[config.mk]
export PLATFORM = sky130hd
export DESIGN_NAME = fetch_queue
export DESIGN_NICKNAME = d
export VERILOG_FILES = /design/src/rtl/fetch_queue.sv
export SDC_FILE = /design/constraint.sdc
export NUM_CORES = 1
export LEC_CHECK = 0
export BUFFER_PORTS_ARGS = -buffer_cell sky130_fd_sc_hd__buf_4
export CORE_MARGIN = 5
export CORE_UTILIZATION = 62
export DETAILED_ROUTE_END_ITERATION = 16
export PLACE_DENSITY = 0.85
export SYNTH_ARGS = -nofsm -noshare
export SYNTH_HDL_FRONTEND = slang
export SYNTH_SLANG_ARGS = --single-unit
[constraint.sdc]
create_clock -name clk -period 6.33 [get_ports clk]
set_input_delay 0.3165 -clock clk [delete_from_list [all_inputs] [get_ports clk]]
set_output_delay 0.3165 -clock clk [all_outputs]
set_load 0.02 [all_outputs]
[src/rtl/fetch_queue.sv]
// fetch_queue: instruction prefetch FIFO between fetch and decode.
// Holds {PC, instruction} pairs, presents the oldest to decode with PC+4,
// and empties on a branch/jump redirect (flush).
// Optional macro FETCH_QUEUE_BYPASS_EN: on an empty queue, forward the
// incoming pair straight to the output in the same cycle.
module fetch_queue #(
  parameter int unsigned DEPTH = 4,
  parameter int unsigned PTR_W = 2
) (
  input  logic             clk,
  input  logic             rst_n,
  input  logic             flush,
  input  logic             in_valid,
  output logic             in_ready,
  input  logic [31:0]      in_pc,
  input  logic [31:0]      in_instr,
  output logic             out_valid,
  input  logic             out_ready,
  output logic [31:0]      out_pc,
  output logic [31:0]      out_pc4,
  output logic [31:0]      out_instr,
  output logic [PTR_W:0]   count
);

  localparam logic [PTR_W:0] CntFull = (PTR_W + 1)'(DEPTH);

  logic [31:0]      r_pc    [DEPTH];
  logic [31:0]      r_instr [DEPTH];
  logic [PTR_W-1:0] r_wr_ptr;
  logic [PTR_W-1:0] r_rd_ptr;
  logic [PTR_W:0]   r_count;

  logic w_empty;
  logic w_full;
  logic w_bypass;
  logic w_push;
  logic w_pop;

  // Handshake decode; a bypassed pair that decode takes is neither stored nor popped.
  always_comb begin
    w_empty = (r_count == '0);
    w_full  = (r_count == CntFull);
`ifdef FETCH_QUEUE_BYPASS_EN
    w_bypass = w_empty && in_valid && !flush;
`else
    w_bypass = 1'b0;
`endif
    in_ready  = !w_full;
    out_valid = !w_empty || w_bypass;
    w_push    = in_valid && in_ready && !(w_bypass && out_ready);
    w_pop     = out_valid && out_ready && !w_bypass;
  end

  // Head read (or bypass forward) and link address.
  always_comb begin
    if (w_bypass) begin
      out_pc    = in_pc;
      out_instr = in_instr;
    end else begin
      out_pc    = r_pc[r_rd_ptr];
      out_instr = r_instr[r_rd_ptr];
    end
    out_pc4 = out_pc + 32'd4;
    count   = r_count;
  end

  // Pointers and occupancy; flush overrides any same-cycle push/pop.
  always_ff @(posedge clk or negedge rst_n) begin
    if (!rst_n) begin
      r_wr_ptr <= '0;
      r_rd_ptr <= '0;
      r_count  <= '0;
    end else if (flush) begin
      r_wr_ptr <= '0;
      r_rd_ptr <= '0;
      r_count  <= '0;
    end else begin
      if (w_push) r_wr_ptr <= r_wr_ptr + 1'b1;
      if (w_pop)  r_rd_ptr <= r_rd_ptr + 1'b1;
      if (w_push && !w_pop)      r_count <= r_count + 1'b1;
      else if (w_pop && !w_push) r_count <= r_count - 1'b1;
    end
  end

  // Entry storage; contents survive flush since pointers already hide them.
  always_ff @(posedge clk or negedge rst_n) begin
    if (!rst_n) begin
      for (int i = 0; i < DEPTH; i++) begin
        r_pc[i]    <= '0;
        r_instr[i] <= '0;
      end
    end else if (w_push && !flush) begin
      r_pc[r_wr_ptr]    <= in_pc;
      r_instr[r_wr_ptr] <= in_instr;
    end
  end

endmodule

==> results of run 1 <==
## power by group
part           internal, uW  switching (uW)
registers              2420             455
clock network          1030             639
logic                  1870            1780
## worst max-delay path by stage
stage	start	to	slack [ps]	cells past startpoint
after floorplan	r_rd_ptr[0]$_DFFE_PN0P_	out_pc4[26]	3600	8
after global placement	r_rd_ptr[0]$_DFFE_PN0P_	out_pc4[31]	3200	6
after detailed placement	r_rd_ptr[0]$_DFFE_PN0P_	out_pc4[31]	3160	6
after CTS	r_rd_ptr[1]$_DFFE_PN0P_	out_pc4[28]	2570	7
after global routing	r_rd_ptr[0]$_DFFE_PN0P_	out_pc4[26]	2340	7
final	r_rd_ptr[1]$_DFFE_PN0P_	out_pc4[26]	2610	7
## cell families (layout without fill, tap and decap cells)
logic type                 count (synthesis)  in the layout  synth area share
and+or+nand+nor                           67             67            0.0378
muxes                                    321            321             0.361
DFF                                      263            263             0.545
buffers and inverters                     49            230            0.0224
AOI/OAI and AO/OA                          3              3           0.00176
adders and majority gates                  6              6           0.00684
xor gates and xnor gates                  34             34            0.0247
## cells in the mapped netlist (all sizes together)
| cell | count |
|---|---|
| dfrtp | 263 |
| mux2 | 257 |
| mux4 | 64 |
| buf | 40 |
| xnor2 | 20 |
| nand2 | 16 |
| nand3 | 14 |
| xor2 | 14 |
| nor2 | 12 |
| inv | 7 |
| and4bb | 6 |
| ha | 5 |
| and2 | 4 |
| and3 | 4 |
| nand4 | 4 |
| and4 | 3 |
| clkbuf | 2 |
| nor4 | 2 |
| a211oi | 1 |
| a21oi | 1 |
| fa | 1 |
| o31a | 1 |
| or3 | 1 |
| or3b | 1 |
## critical path: cells and delay by family (launching register included)
kind                     cells  cell delay [ps]
flip-flops                   1              920
AND/OR/NAND/NOR              3              880
adder cells (fa/ha/maj)      1              270
XOR/XNOR                     1              160
buffers and inverters        1              160
multiplexers                 1              450
## layer usage
layer	up-vias	global-route usage	wire [um]
met5	-	0	0
li1	3091	-	-
met2	215	0.431	13700
met1	3758	0.298	10300
met3	54	0.0563	1680
met4	0	0.0664	662
## registers in the layout (all words and copies together) (netlist names)
name	flops
count	3
r_instr	128
r_pc	128
r_rd_ptr	2
r_wr_ptr	2
## final cells by class
class                           count  area (um2)  share of cell area
Inverter                            7        26.3             0.00182
Multi-Input combinational cell    431        5240               0.362
Sequential cell                   263        6590               0.455
Timing Repair Buffer              175        1330              0.0917
Clock buffer                       38         788              0.0545
Tap cell                          265         332              0.0229
Clock inverter                     10         164              0.0113
## cell usage in the layout (no fill, tap or decap), types with 6 or more instances in the layout
| cell | Yosys | routed |
|---|---|---|
| and4bb_1 | 6 | 6 |
| buf_4 | 2 | 172 |
| clkbuf_16 | 0 | 28 |
| dfrtp_1 | 263 | 261 |
| inv_1 | 7 | 7 |
| mux2_2 | 257 | 257 |
| mux4_1 | 7 | 7 |
| mux4_2 | 57 | 57 |
| nand2_1 | 11 | 11 |
| nand3_1 | 13 | 13 |
| nor2_1 | 12 | 12 |
| xnor2_1 | 20 | 20 |
| xor2_1 | 14 | 14 |
## per-stage QoR
step | std cells | setup WS (ps)
2_1_floorplan | 743 | 3600
3_3_place_gp | 1139 | 3200
3_5_place_dp | 1139 | 3160
4_1_cts | 1189 | 2570
5_1_grt | 1189 | 2340
6_report | 1189 | 2610
==> flow_metrics.tcl, run 1 <==
set metrics [dict create \
    outcome "complete, no violations" \
    hold_class "in2reg" \
    p_leak_uw 0.00664 \
    crit_path_end_kind "primary output" \
    wl_per_cell_um 22.2 \
    r2r-start "count[2]$_DFFE_PN0P_" \
    ys_ff_latch 263 \
    drv_slew 0 \
    hold_depth 2 \
    cts.path.max_buffers 3 \
    critical_path.max_fanout 33 \
    rows 51 \
    num_vias 7118 \
    grt_first_pass_wirelength_um 43100 \
    core-area_um2 19300 \
    fp.dieH_um 150 \
    antenna_cells 0 \
    critPathArrivalTime_ps 3410 \
    cts_tree "yes" \
    period_share 0.588 \
    worst_r2r_path_depth 5 \
    avgViaCountPerCell 5.99 \
    area_delta_synth_final_pct 19.8 \
    cp_cell_sequence "mux4_2 -> ha_1 -> nand3_1 -> nor4_4 -> and4bb_1 -> xor2_1 -> buf_4" \
    grt_pass1_vias 8181 \
    postCtsResizedCells 0 \
    period_minus_slack_ps 3720 \
    slew_headroom 0.206 \
    root_buffer "clkbuf_16" \
    worstPathRequired_ps 6010 \
    dpl_cell_area_um2 13500 \
    syn-num-nets 818 \
    syn_inst 743 \
    cts_sinks 263 \
    hold_ws_ps 32.3 \
    max-cap-violations 0 \
    final_util 0.748 \
    synthTopCellsByArea "dfrtp_1 55%, mux2_2 24%, mux4_2 11%" \
    post-dp-hpwl_um 16800 \
    grt_setup_unrepaired "false" \
    synth_area_per_cell_um2 16.2 \
    drtIter0Drc 326 \
    io_pins 170 \
    p_total_uw 8190 \
    crit_path_max_incr_delay_ps 920 \
    report.final.hold_viol_count 0 \
    synth_top_cell_by_area "dfrtp_1" \
    routed_wl_um 26400 \
    r2r-end "r_pc[127]$_DFFE_PN0P_" \
    clock.fmax_mhz 269 \
    grt-ovfl-total 0 \
    post_cts_buffers 0 \
    seq_area_frac_synth 0.545 \
    holdPathEnd "r_instr[93]$_DFFE_PN0P_" \
    clk-insertion-delay-late_ps 540 \
    die_area_um2 22400 \
    tightest_slew_ps 1190 \
    power_density_nw_per_um2 567 \
    h-tree-depth 1 \
    port_buffers 169 \
    fill_cells 1181 \
    grt_max_degree 132 \
    routabilityCongestion 0.834 \
    clk_pin_slew_worst_paths_ps 60 \
    antenna_found_initial 0 \
    cts_buffers 28 \
    die_w_um 150 \
    ant_nets 0 \
    yosysUniqueCellTypes 35 \
    fin_worst_skew_ps 21.9 \
    setup_viol 0 \
    syn-cell-area_um2 12100 \
    postCtsHoldBufs 2 \
    crit_type "reg2out" \
    drive_gt1_frac 0.589 \
    start_kind "flop" \
    slowest_stage "dfrtp_2" \
    fin_nets 981 \
    rrSetupSlack_ps 3440 \
    hp-start "in_instr[29]" \
    yosysWarnings 0 \
    finalInstanceArea_um2 14500 \
    fin_setup_tns_ps 0 \
    start_util 0.624 \
    vdd_drop_max_uv 326 \
    dr.pass1.iters 4 \
    drc 0 \
    synth_top_area_frac 0.545 \
    grt_util_all_layers 0.242 \
]
No activity file was read; power rests on OpenSTA's default activity.
==> run 2, diff against run 1 <==
CORE_UTILIZATION = 52   (was 62)
PLACE_DENSITY = 0.76   (was 0.85)
clock period = 3.15 ns   (was 6.33 ns; I/O delays follow)
==> run 2 against run 1 <==
Against the previous run:
- final cell count grew 12%
- via count grew 1.7%
- register-to-register slack lost 2700 ps
- sequential share of layout area shrank 2.8 points
- largest power group unchanged
- power grew 100%
- critical path depth grew 1
- die area grew 18%
- count of clock-buffer cells in the layout grew 5
- first-iteration DRC count grew 10%
- routed wire length shrank 2.0%
- worst setup slack lost 2500 ps
- worst hold slack gained 99 ps
==> flow_metrics.tcl, run 2 (synthesis gave the netlist of run 1 again) <==
set metrics [dict create \
    outcome "complete, no violations" \
    fin_worst_skew_ps 8.05 \
    p_comb_frac 0.464 \
    grt-ovfl-total 0 \
    fin_setup_tns_ps 0 \
    slew_headroom 0.412 \
    final_common_cell "dfrtp_1" \
    rows 55 \
    ant_nets 0 \
    grt_max_degree 113 \
    max-cap-violations 0 \
    drive_gt1_frac 0.573 \
    swShare 0.346 \
    cts_buffers 28 \
    post-place-ws_ps 403 \
    tightest_slew_ps 883 \
    period_minus_slack_ps 3030 \
    final_cell_mix "261 x dfrtp_1, 257 x mux2_2, 199 x buf_4, 67 x dlygate4sd3_1, 62 x mux4_2" \
    clock.fmax_mhz 330 \
    drc 0 \
    critPathArrivalTime_ps 2870 \
    port_buffers 169 \
    cts_sinks 263 \
    core-area_um2 22800 \
    avgViaCountPerCell 5.42 \
    vdd_drop_max_uv 687 \
    cts.path.max_buffers 3 \
    period_share 0.962 \
    fin_ws_ps 120 \
    antenna_found_initial 0 \
    dr.pass1.iters 4 \
    crit_type "reg2out" \
    seqPwrFrac 0.340 \
    power.share.clock 0.196 \
    dpl_cell_area_um2 13700 \
    num_vias 7236 \
    p_leak_uw 0.00702 \
    clk-insertion-delay-late_ps 520 \
    grt_util_all_layers 0.199 \
    worstPathRequired_ps 2990 \
    drtIter0Drc 360 \
    post-dp-hpwl_um 16300 \
    die_area_um2 26400 \
    cts_tree "yes" \
    power_density_nw_per_um2 1070 \
    p_total_uw 16500 \
    crit_path_end_kind "primary output" \
    hold_ws_ps 132 \
    grt_first_pass_wirelength_um 42900 \
    report.final.hold_viol_count 0 \
    start_kind "flop" \
    hold_class "in2reg" \
    h-tree-depth 1 \
    start_util 0.530 \
    setup_viol 0 \
    root_buffer "clkbuf_16" \
    finalInstanceArea_um2 15400 \
    antenna_cells 0 \
    fp.dieH_um 162 \
    routabilityCongestion 0.773 \
    internal_power_uw 10800 \
    drv_slew 0 \
    critical_path.max_fanout 12 \
    p_sw_uw 5720 \
    clk_pin_slew_worst_paths_ps 60 \
    routed_wl_um 25900 \
    die_w_um 162 \
    fin_nets 1078 \
    area_delta_synth_final_pct 27.7 \
    wl_per_cell_um 19.4 \
    io_pins 170 \
    grt_pass1_vias 8107 \
]
[run 2: cell count changes in the layout (fill, tap and decap cells not counted), moves of 3 or more]
cell,change
mux4_1,-5
bufinv_16,-3
clkbuf_8,+3
nand2_4,-4
buf_4,+27
nand2_2,+4
dlygate4sd3_1,+65
mux4_2,+5
[run 2: layout make-up]
cell class,count,area [um2]
sequential,263,6590
fill,1531,7370
timing repair buffer,272,2260
clock buffer,43,858
inverter,7,26.3
multi-input combinational,431,5220
clock inverter,7,67.6
tap,313,392
[run 2: final timing paths]
path / startpoint / endpoint / slack (ps) / cells after the start
worst min-delay path: out_ready / r_rd_ptr[0]$_DFFE_PN0P_ / 130 / 4
min in group asynchronous: rst_n / r_pc[104]$_DFFE_PN0P_ / 280 / 2
worst max-delay path: r_rd_ptr[0]$_DFFE_PN0P_ / out_pc4[31] / 120 / 8
max in group asynchronous: rst_n / r_instr[6]$_DFFE_PN0P_ / 1990 / 3
worst min register to register: r_pc[32]$_DFFE_PN0P_ / r_pc[32]$_DFFE_PN0P_ / 500 / 1
worst max register to register: count[1]$_DFFE_PN0P_ / r_instr[0]$_DFFE_PN0P_ / 730 / 6
[run 2: stage by stage]
stage	utilization	std cells
6_report	0.677	1336
5_1_grt	0.677	1336
4_1_cts	0.673	1327
3_5_place_dp	0.600	1203
3_3_place_gp	0.600	1203
2_1_floorplan	-	743
[run 2: critical path: stages, from the launching register on]
cell and delay [ps]:
dfrtp_4 540, buf_4 160, buf_4 140, mux4_2 480, and4_1 250, and2_4 200
and4bb_2 260, xor2_1 160, buf_4 160
[run 2: repair_timing]
item	CTS	global route
hold buffers	67	0
pin swaps	2	4
endpoints found under the setup margin	9	12
gates cloned	0	0
resized for setup	1	14
setup buffers	7	9
endpoints found under the hold margin	370	0
[run 2: metal layers]
layer	global-route usage	wire, um	up-vias
met5	0	0	-
met4	0.0377	364	0
met3	0.0420	1490	30
met2	0.338	12800	165
met1	0.271	11200	3758
li1	-	-	3283
[run 2: power by group through the flow]
stage	Clock, uW	Sequential, uW	Combinational (uW)
after floorplan	0	5380	5060
after global placement	0	5620	7260
after detailed placement	0	5680	7400
after CTS	3300	5610	7570
after global routing	3470	5790	8220
final	3230	5620	7670
==> run 3, diff against run 2 <==
CORE_UTILIZATION = 25   (was 52)
PLACE_DENSITY = 0.43   (was 0.76)
==> run 3 against run 2 <==
Against the previous run:
- count of clock-buffer cells in the layout up 8
- worst setup slack worse by 35 ps
- core utilization down 34 points
- worst hold slack better by 4.4 ps
- global-route usage down 7.8 points
- clock skew up 4.2 ps
- first-iteration DRC count down 33%
- largest cell class unchanged
==> flow_metrics.tcl, run 3 (synthesis gave the netlist of run 1 again) <==
set metrics [dict create \
    avgViaCountPerCell 4.46 \
    cts_tree "yes" \
    crit_start "r_rd_ptr[0]$_DFFE_PN0P_" \
    hp-start "out_ready" \
    r2r-end "r_pc[24]$_DFFE_PN0P_" \
    core-area_um2 47700 \
    routabilityCongestion 0.689 \
    num_vias 7375 \
    final_common_cell "dfrtp_1" \
    cts.path.max_buffers 3 \
    layout.cells.non_filler 1655 \
    setup_viol 0 \
    io_pins 170 \
    power_density_nw_per_um2 1070 \
    slew_headroom 0.516 \
    critical_path.max_fanout 5 \
    report.final.hold_viol_count 0 \
    grt_setup_unrepaired "true" \
    worst_r2r_path_depth 6 \
    start_util 0.253 \
    grt-ovfl-total 0 \
    cts_sinks 263 \
    crit_path_end_kind "primary output" \
    wl_per_cell_um 19.4 \
    rows 80 \
    drc 0 \
    cts_buffers 34 \
    final_cell_mix "261 x dfrtp_1, 257 x mux2_2, 194 x buf_4, 67 x dlygate4sd3_1, 62 x mux4_2" \
    p_leak_uw 0.00724 \
    h-tree-depth 2 \
    max-cap-violations 0 \
    worstPathRequired_ps 2990 \
    outcome "complete, no violations" \
    routed_wl_um 32100 \
    cp-endpoint "out_pc4[31]" \
    die_area_um2 52800 \
    grt_max_degree 78 \
    clk-insertion-delay-late_ps 520 \
    post-dp-hpwl_um 20000 \
    period_minus_slack_ps 3060 \
    tightest_slew_ps 724 \
    hold_ws_ps 136 \
    dp_cells 1509 \
    crit_path_max_incr_delay_ps 550 \
    cp.depth 9 \
    grt_pass1_vias 8330 \
    ant_nets 0 \
    period_share 0.973 \
    antenna_found_initial 0 \
    cp_cell_sequence "buf_12 -> buf_4 -> buf_4 -> mux4_2 -> and4_4 -> nand3_1 -> and4bb_2 -> xor2_1 -> buf_4" \
    hold_class "in2reg" \
    fin_nets 1090 \
    fp.dieH_um 230 \
    antenna_cells 0 \
    fin_worst_skew_ps 12.3 \
    root_buffer "clkbuf_16" \
    fin_setup_tns_ps 0 \
    drtIter0Drc 243 \
    r2r-start "count[1]$_DFFE_PN0P_" \
    cp_common_cell "buf_4" \
    area_delta_synth_final_pct 34.0 \
    fill_cells 4700 \
    start_kind "flop" \
    drive_gt1_frac 0.582 \
    slowest_stage "dfrtp_4" \
    port_buffers 169 \
    vdd_drop_max_uv 587 \
    die_w_um 230 \
    rrSetupSlack_ps 800 \
    grt_first_pass_wirelength_um 50600 \
    grt_util_all_layers 0.122 \
    critPathArrivalTime_ps 2910 \
    drv_slew 0 \
    crit_type "reg2out" \
    critPathTopFamily "simple AND/OR/NAND/NOR gates" \
    clk_pin_slew_worst_paths_ps 60 \
    dr.pass1.iters 4 \
    clock.fmax_mhz 326 \
    crit_buf_inv 4 \
]
## run 3: changes by cell type in the layout (fill, tap and decap cells not counted), moves of 2 or more
cell / before / now
buf_4: 199 / 194
nand2_2: 5 / 2
clkinv_2: 4 / 8
nand2_4: 0 / 4
clkbuf_16: 29 / 35
clkbuf_8: 8 / 10
clkinv_4: 2 / 0
buf_12: 2 / 12
## run 3: layer usage
metal,global-route usage,vias up,share of wire
met5,0,-,0
met4,0.0349,0,0.021
met3,0.0307,47,0.050
met2,0.206,136,0.49
met1,0.155,3881,0.44
li1,-,3311,-
## run 3: worst min-delay path by stage
stage                         endpoint  slack (ps)  cells past startpoint
2_1_floorplan     count[0]$_DFFE_PN0P_        -140                      0
3_3_place_gp   r_instr[10]$_DFFE_PN0P_         210                      1
3_5_place_dp   r_instr[10]$_DFFE_PN0P_         200                      1
4_1_cts        r_rd_ptr[0]$_DFFE_PN0P_          90                      4
5_1_grt        r_rd_ptr[0]$_DFFE_PN0P_         140                      4
6_report       r_rd_ptr[0]$_DFFE_PN0P_         140                      4
## run 3: power breakdown
part	internal [uW]	total [uW]	switching (uW)
sequential	4870	5610	746
clock	2270	3750	1480
combinational	4120	7990	3870
## run 3: area by class of cell
cell class                      count  area [um2]  share of cell area
Multi-Input combinational cell    431        5250               0.324
Sequential cell                   263        6590               0.407
Inverter                            7        26.3             0.00162
Tap cell                          615         769              0.0476
Clock buffer                       51        1040              0.0641
Clock inverter                     10        56.3             0.00348
Timing Repair Buffer              278        2450               0.151
## run 3: timing repair
item | 4_1_cts | 5_1_grt
endpoints found under the hold margin | 333 | 0
cloned | 0 | 0
buffers inserted | 6 | 12
endpoints found under the setup margin | 15 | 6
hold buffers | 67 | 0
gates resized for setup | 14 | 3
## run 3: through the flow
stage / util / power (uW) / instance area, um2 / setup WS [ps]
detailed placement: 0.298 / 13400 / 14200 / 338
global placement: 0.298 / 13300 / 14200 / 341
global route: 0.339 / 18400 / 16200 / -31.3
floorplan: - / 10400 / 12100 / 583
finish: 0.339 / 17400 / 16200 / 85.0
CTS: 0.336 / 17500 / 16100 / -6.89
## run 3: worst register-to-register path, cell delays in order, from the launching register on
cell     delay (ps)
dfrtp_1         430
or3b_2          520
nand2_1         210
nor2_1          220
nand2_4         160
buf_12          260
mux2_2          420
